===== src/rtl/dmem_arbiter.sv =====
// Round-robin arbiter giving NUM_CORES cores serialised access to one single-port synchronous data RAM.
// Each access takes four cycles (IDLE, ISSUE, CAPTURE, ACK); sticky end/protocol status is kept alongside.
module dmem_arbiter #(
    parameter int NUM_CORES = 4,
    parameter int ADDR_W    = 16,
    parameter int DATA_W    = 16
) (
    input  logic                          clk,
    input  logic                          reset,
    input  logic [NUM_CORES-1:0]          req_rd,
    input  logic [NUM_CORES-1:0]          req_wr,
    input  logic [NUM_CORES*ADDR_W-1:0]   req_addr,
    input  logic [NUM_CORES*DATA_W-1:0]   req_wdata,
    output logic [NUM_CORES-1:0]          ack,
    output logic [DATA_W-1:0]             rdata,
    input  logic [NUM_CORES-1:0]          core_end,
    output logic [ADDR_W-1:0]             mem_addr,
    output logic [DATA_W-1:0]             mem_wdata,
    output logic                          mem_re,
    output logic                          mem_we,
    input  logic [DATA_W-1:0]             mem_rdata,
    output logic                          busy,
    output logic                          all_end,
    output logic                          proto_err,
    output logic [15:0]                   txn_count
);

    localparam int IDX_W = (NUM_CORES > 1) ? $clog2(NUM_CORES) : 1;

    typedef enum logic [1:0] {
        ST_IDLE    = 2'd0,
        ST_ISSUE   = 2'd1,
        ST_CAPTURE = 2'd2,
        ST_ACK     = 2'd3
    } state_t;

    state_t                 state_r;
    state_t                 state_nx_s;

    logic [NUM_CORES-1:0]   req_s;
    logic [NUM_CORES-1:0]   upper_s;
    logic                   grant_any_s;
    logic [IDX_W-1:0]       grant_idx_s;
    logic [ADDR_W-1:0]      grant_addr_s;
    logic [DATA_W-1:0]      grant_wdata_s;

    logic [IDX_W-1:0]       last_r;
    logic [IDX_W-1:0]       idx_r;
    logic                   op_wr_r;
    logic [NUM_CORES-1:0]   ack_r;
    logic [DATA_W-1:0]      rdata_r;
    logic [ADDR_W-1:0]      mem_addr_r;
    logic [DATA_W-1:0]      mem_wdata_r;
    logic                   mem_re_r;
    logic                   mem_we_r;
    logic                   busy_r;
    logic [NUM_CORES-1:0]   end_seen_r;
    logic                   all_end_r;
    logic                   proto_err_r;
    logic [15:0]            txn_count_r;

    logic [IDX_W-1:0]       last_nx_s;
    logic [IDX_W-1:0]       idx_nx_s;
    logic                   op_wr_nx_s;
    logic [NUM_CORES-1:0]   ack_nx_s;
    logic [DATA_W-1:0]      rdata_nx_s;
    logic [ADDR_W-1:0]      mem_addr_nx_s;
    logic [DATA_W-1:0]      mem_wdata_nx_s;
    logic                   mem_re_nx_s;
    logic                   mem_we_nx_s;
    logic                   busy_nx_s;
    logic                   proto_err_nx_s;
    logic [15:0]            txn_count_nx_s;

    function automatic logic [IDX_W-1:0] lowest_set(input logic [NUM_CORES-1:0] v);
        lowest_set = '0;
        for (int i = NUM_CORES - 1; i >= 0; i--) begin
            lowest_set = v[i] ? IDX_W'(i) : lowest_set;
        end
    endfunction

    // Round-robin search: requesters above the last winner first, otherwise wrap to the lowest requester.
    always_comb begin
        req_s = req_rd | req_wr;
        for (int k = 0; k < NUM_CORES; k++) begin
            upper_s[k] = req_s[k] & (IDX_W'(k) > last_r);
        end
        grant_any_s   = |req_s;
        grant_idx_s   = (|upper_s) ? lowest_set(upper_s) : lowest_set(req_s);
        grant_addr_s  = req_addr[grant_idx_s*ADDR_W +: ADDR_W];
        grant_wdata_s = req_wdata[grant_idx_s*DATA_W +: DATA_W];
    end

    // State register.
    always_ff @(posedge clk) begin
        if (reset) begin
            state_r <= ST_IDLE;
        end else begin
            state_r <= state_nx_s;
        end
    end

    // Next-state logic: fixed four-cycle walk once a grant is made.
    always_comb begin
        state_nx_s = state_r;
        case (state_r)
            ST_IDLE:    state_nx_s = grant_any_s ? ST_ISSUE : ST_IDLE;
            ST_ISSUE:   state_nx_s = ST_CAPTURE;
            ST_CAPTURE: state_nx_s = ST_ACK;
            ST_ACK:     state_nx_s = ST_IDLE;
            default:    state_nx_s = ST_IDLE;
        endcase
    end

    // Output logic: next values for every registered output and transaction latch.
    always_comb begin
        ack_nx_s       = '0;
        mem_re_nx_s    = 1'b0;
        mem_we_nx_s    = 1'b0;
        busy_nx_s      = (state_nx_s != ST_IDLE);
        rdata_nx_s     = rdata_r;
        mem_addr_nx_s  = mem_addr_r;
        mem_wdata_nx_s = mem_wdata_r;
        txn_count_nx_s = txn_count_r;
        last_nx_s      = last_r;
        idx_nx_s       = idx_r;
        op_wr_nx_s     = op_wr_r;
        proto_err_nx_s = proto_err_r;
        case (state_r)
            ST_IDLE: begin
                if (grant_any_s) begin
                    // The RAM address/data registers double as the transaction latch.
                    idx_nx_s       = grant_idx_s;
                    op_wr_nx_s     = req_wr[grant_idx_s];
                    mem_addr_nx_s  = grant_addr_s;
                    mem_wdata_nx_s = grant_wdata_s;
                    mem_we_nx_s    = req_wr[grant_idx_s];
                    mem_re_nx_s    = ~req_wr[grant_idx_s];
                    proto_err_nx_s = proto_err_r | (req_rd[grant_idx_s] & req_wr[grant_idx_s]);
                end else begin
                    idx_nx_s = idx_r;
                end
            end
            ST_ISSUE: begin
            end
            ST_CAPTURE: begin
                rdata_nx_s = op_wr_r ? rdata_r : mem_rdata;
                ack_nx_s   = {{(NUM_CORES-1){1'b0}}, 1'b1} << idx_r;
            end
            ST_ACK: begin
                last_nx_s      = idx_r;
                txn_count_nx_s = txn_count_r + 16'd1;
            end
            default: begin
                busy_nx_s = 1'b0;
            end
        endcase
    end

    // Output and latch registers.
    always_ff @(posedge clk) begin
        if (reset) begin
            ack_r       <= '0;
            rdata_r     <= '0;
            mem_addr_r  <= '0;
            mem_wdata_r <= '0;
            mem_re_r    <= 1'b0;
            mem_we_r    <= 1'b0;
            busy_r      <= 1'b0;
            proto_err_r <= 1'b0;
            txn_count_r <= 16'd0;
            last_r      <= IDX_W'(NUM_CORES - 1);
            idx_r       <= '0;
            op_wr_r     <= 1'b0;
        end else begin
            ack_r       <= ack_nx_s;
            rdata_r     <= rdata_nx_s;
            mem_addr_r  <= mem_addr_nx_s;
            mem_wdata_r <= mem_wdata_nx_s;
            mem_re_r    <= mem_re_nx_s;
            mem_we_r    <= mem_we_nx_s;
            busy_r      <= busy_nx_s;
            proto_err_r <= proto_err_nx_s;
            txn_count_r <= txn_count_nx_s;
            last_r      <= last_nx_s;
            idx_r       <= idx_nx_s;
            op_wr_r     <= op_wr_nx_s;
        end
    end

    // Sticky end tracking; all_end rises the cycle after the last core_end bit is seen.
    always_ff @(posedge clk) begin
        if (reset) begin
            end_seen_r <= '0;
            all_end_r  <= 1'b0;
        end else begin
            end_seen_r <= end_seen_r | core_end;
            all_end_r  <= &(end_seen_r | core_end);
        end
    end

    assign ack       = ack_r;
    assign rdata     = rdata_r;
    assign mem_addr  = mem_addr_r;
    assign mem_wdata = mem_wdata_r;
    assign mem_re    = mem_re_r;
    assign mem_we    = mem_we_r;
    assign busy      = busy_r;
    assign all_end   = all_end_r;
    assign proto_err = proto_err_r;
    assign txn_count = txn_count_r;

endmodule

===== config.mk =====
export PLATFORM = sky130hd
export DESIGN_NAME = dmem_arbiter
export DESIGN_NICKNAME = d
export VERILOG_FILES = /design/src/rtl/dmem_arbiter.sv
export SDC_FILE = /design/constraint.sdc
export NUM_CORES = 1
export LEC_CHECK = 0
export ABC_CLOCK_PERIOD_IN_PS = 4800
export CAP_MARGIN = 10
export CORE_ASPECT_RATIO = 1.75
export CORE_UTILIZATION = 42
export DETAILED_ROUTE_END_ITERATION = 12
export PLACE_DENSITY = 0.95
export SLEW_MARGIN = 10
export SYNTH_ARGS = -nofsm -noshare
export SYNTH_HDL_FRONTEND = slang
export SYNTH_SLANG_ARGS = --single-unit

===== constraint.sdc =====
create_clock -name clk -period 4.8 [get_ports clk]
set_input_delay 0.96 -clock clk [delete_from_list [all_inputs] [get_ports clk]]
set_output_delay 0.96 -clock clk [all_outputs]
set_load 0.1 [all_outputs]

==> results.sh <==
export IMPL_status="complete, no violations"
export IMPL_yosysTopAreaCell="dfxtp_1"
export IMPL_power_w=0.003226
export IMPL_cap_violations=0
export IMPL_critPathSlowestCell="nand2b_1"
export IMPL_tightestPinTransition_ns=1.063
export IMPL_syn_area_um2=4182
export IMPL_via_count=4259
export IMPL_rsz0062_at_grt="no"
export IMPL_slew_violations=0
export IMPL_antenna_found_initial=0
export IMPL_die_area_um2=10370
export IMPL_wl_met3_um=656
export IMPL_yosysMostFrequentCell="dfxtp_1"
export IMPL_grt_use_total_pct=26.57
export IMPL_vdd_ir_drop_max_mv=0.3182
export IMPL_dp_hpwl_um=10840
export IMPL_tns_ns=0
export IMPL_regArea_um2=1682
export IMPL_ys_seq_elements=84
export IMPL_layout_drive_gt1_share_pct=8.108
export IMPL_crit_chain="clkdlybuf4s50_1 -> o21ba_4 -> mux2i_2 -> o21bai_4 -> nand2b_1 -> o221ai_1"
export IMPL_pwr_density_cell_nw_per_um2=473.8
export IMPL_port_buffers=230
export IMPL_core_area_um2=9585
export IMPL_synthCells=443
export IMPL_critPathMaxStageDelay_ns=0.77
export IMPL_grt_max_degree=49
export IMPL_top_layer_used="met4"
export IMPL_synth_cell_types=61
export IMPL_hold_violations=0
export IMPL_setup_violations=0
export IMPL_synth_warnings=0
export IMPL_ys_seq_area_share_pct=40.22
export IMPL_area_growth_pct=62.84
export IMPL_synth_area_per_cell_um2=9.439
export IMPL_synthFlopType="dfxtp_1"
export IMPL_diodes=0
export IMPL_clk_latency_ns=0.34
export IMPL_cts_buffers=9
export IMPL_routed_wl_um=13690
export IMPL_endpoint_kind="register"
export IMPL_netlist_area_leader_share_pct=40.22
export IMPL_grt_pass1_wl_um=21480
export IMPL_worstSetupStartpointType="input pin"
export IMPL_place_gp_congestion=0.9138
export IMPL_holdWs_ns=0.4558
export IMPL_cts_tree="built"
export IMPL_syn_nets=605
export IMPL_cts_clk_slew_worst_paths_ns=0.06
export IMPL_firstDrtPassIters=4
export IMPL_path_max_fanout=24
export IMPL_grt_ovfl_total=0
export IMPL_met2_wirelength_um=7570
export IMPL_route_detailed_drc=0
export IMPL_cts_resized=0
export IMPL_p_leak_nw=2.605
export IMPL_period_minus_slack_ns=3.538
export IMPL_start_util_pct=43.62
export IMPL_cp_arrival_ns=3.69
export IMPL_wl_per_cell_um=17.37
export IMPL_clock_path_buffers=2
export IMPL_synth_area_leaders="dfxtp_1 (40%), mux2i_1 (16%), nand2_1 (6.4%)"
export IMPL_relSlewSlack_pct=28.97
export IMPL_hold_buffers=0
export IMPL_path_class="in2reg"
export IMPL_clock_sinks=84
export IMPL_nets=823
export IMPL_required_ns=4.95
export IMPL_fill_cells=699
export IMPL_clock_skew_ns=0.007421
export IMPL_via_per_inst=5.405
export IMPL_synthArstFlopShare_pct=0
export IMPL_dieWidth_um=77.43
export IMPL_antenna_left=0
export IMPL_cts_root_buf="clkbuf_16"
export IMPL_htree_levels=3
export IMPL_synth_edf_count=0
export IMPL_std_cell_rows=47
export IMPL_fmax_mhz=282.7
export IMPL_multiInputGateArea_um2=2335
export IMPL_ios=231
export IMPL_ys_top_cells_by_count="dfxtp_1 (84), nand2_1 (71), mux2i_1 (65), a21oi_1 (25), nor2_1 (24)"
export IMPL_cts_setup_buffers=0
export IMPL_chipHeight_um=134.0
export IMPL_finalCritPeriodShare_pct=73.70
export IMPL_grt_pass1_vias=4484
export IMPL_hold_class="reg2reg"
export IMPL_drt_iter0_markers=159
export IMPL_wl_met1_um=4724
[per-layer routing]
layer / global-route usage (%) / vias to the layer above
met4: 17.19 / 0
met5: 0 / -
met2: 50.79 / 186
met1: 25.36 / 1989
met3: 4.694 / 53
li1: - / 2031
[layout by cell type (no fill, tap or decap), drive strengths merged, types with 2 or more instances in the layout]
cell type	count
a211oi	2
a21o	2
a21oi	26
and2	2
and3	3
buf	3
clkbuf	9
clkdlybuf4s50	230
clkinv	4
clkinvlp	2
dfxtp	84
ha	4
inv	8
mux2	11
mux2i	66
nand2	71
nand2b	3
nand3	15
nand4	3
nor2	26
nor2b	5
nor3	5
nor4	3
o211ai	2
o21ai	19
o21bai	2
o221ai	21
o31a	2
or2	3
or3	5
xnor2	2
xor2	9
[flip-flops by register name (all words and copies together), names as in the netlist, 2 cells and up]
| name | count |
|---|---|
| rdata | 16 |
| end_seen_r | 4 |
| mem_wdata | 16 |
| idx_r | 2 |
| ack | 4 |
| state_r | 2 |
| last_r | 2 |
| mem_addr | 16 |
| txn_count | 16 |
[cells by family (layout without fill, tap and decap cells)]
group / Yosys count / count (layout) / synth area share, %
and+or+nand+nor: 149 / 149 / 17.74
DFF: 84 / 84 / 40.22
AOI/OAI and AO/OA: 85 / 85 / 15.11
buffers and inverters: 33 / 256 / 3.950
xor gates and xnor gates: 11 / 11 / 2.304
adders and majority gates: 4 / 4 / 1.197
muxes: 77 / 77 / 19.48
[power breakdown]
part           internal, W  switching, W
sequential        0.000822     0.0000760
clock             0.000352      0.000289
combinational     0.000520       0.00117
[worst max-delay path, delay by kind of cell]
family | cells | cell delay, ns
AO/OA/AOI/OAI | 3 | 1.18
buffers and inverters | 1 | 0.64
AND/OR/NAND/NOR | 1 | 0.77
multiplexers | 1 | 0.13
[through the flow]
stage               utilization [%]  cells  setup slack, ns  area (µm²)
global placement              68.15    772            1.119        6533
floorplan                         -    443            2.423        4182
CTS                           71.04    788            1.317        6809
global route                  71.04    788            1.115        6809
finish                        71.04    788            1.262        6809
detailed placement            68.15    772           0.9576        6533
[layout make-up]
type                    instances  area share (%)
clock buffers                   9           3.308
well taps                     122           2.242
flip-flops and latches         84           24.70
clock inverters                 7          0.7534
repair buffers                233           34.33
inverters                       7          0.3859
multi-input cells             326           34.29
[worst paths after layout]
path / from / endpoint / slack (ns) / cells past startpoint
min: rdata[11] / rdata[11] / 0.46 / 2
max: req_rd[1] / mem_wdata[13] / 1.26 / 6
max reg2reg: last_r[0] / mem_wdata[13] / 2.14 / 5
min reg2reg: rdata[11] / rdata[11] / 0.46 / 2
Power figures use the tool's default switching activity.
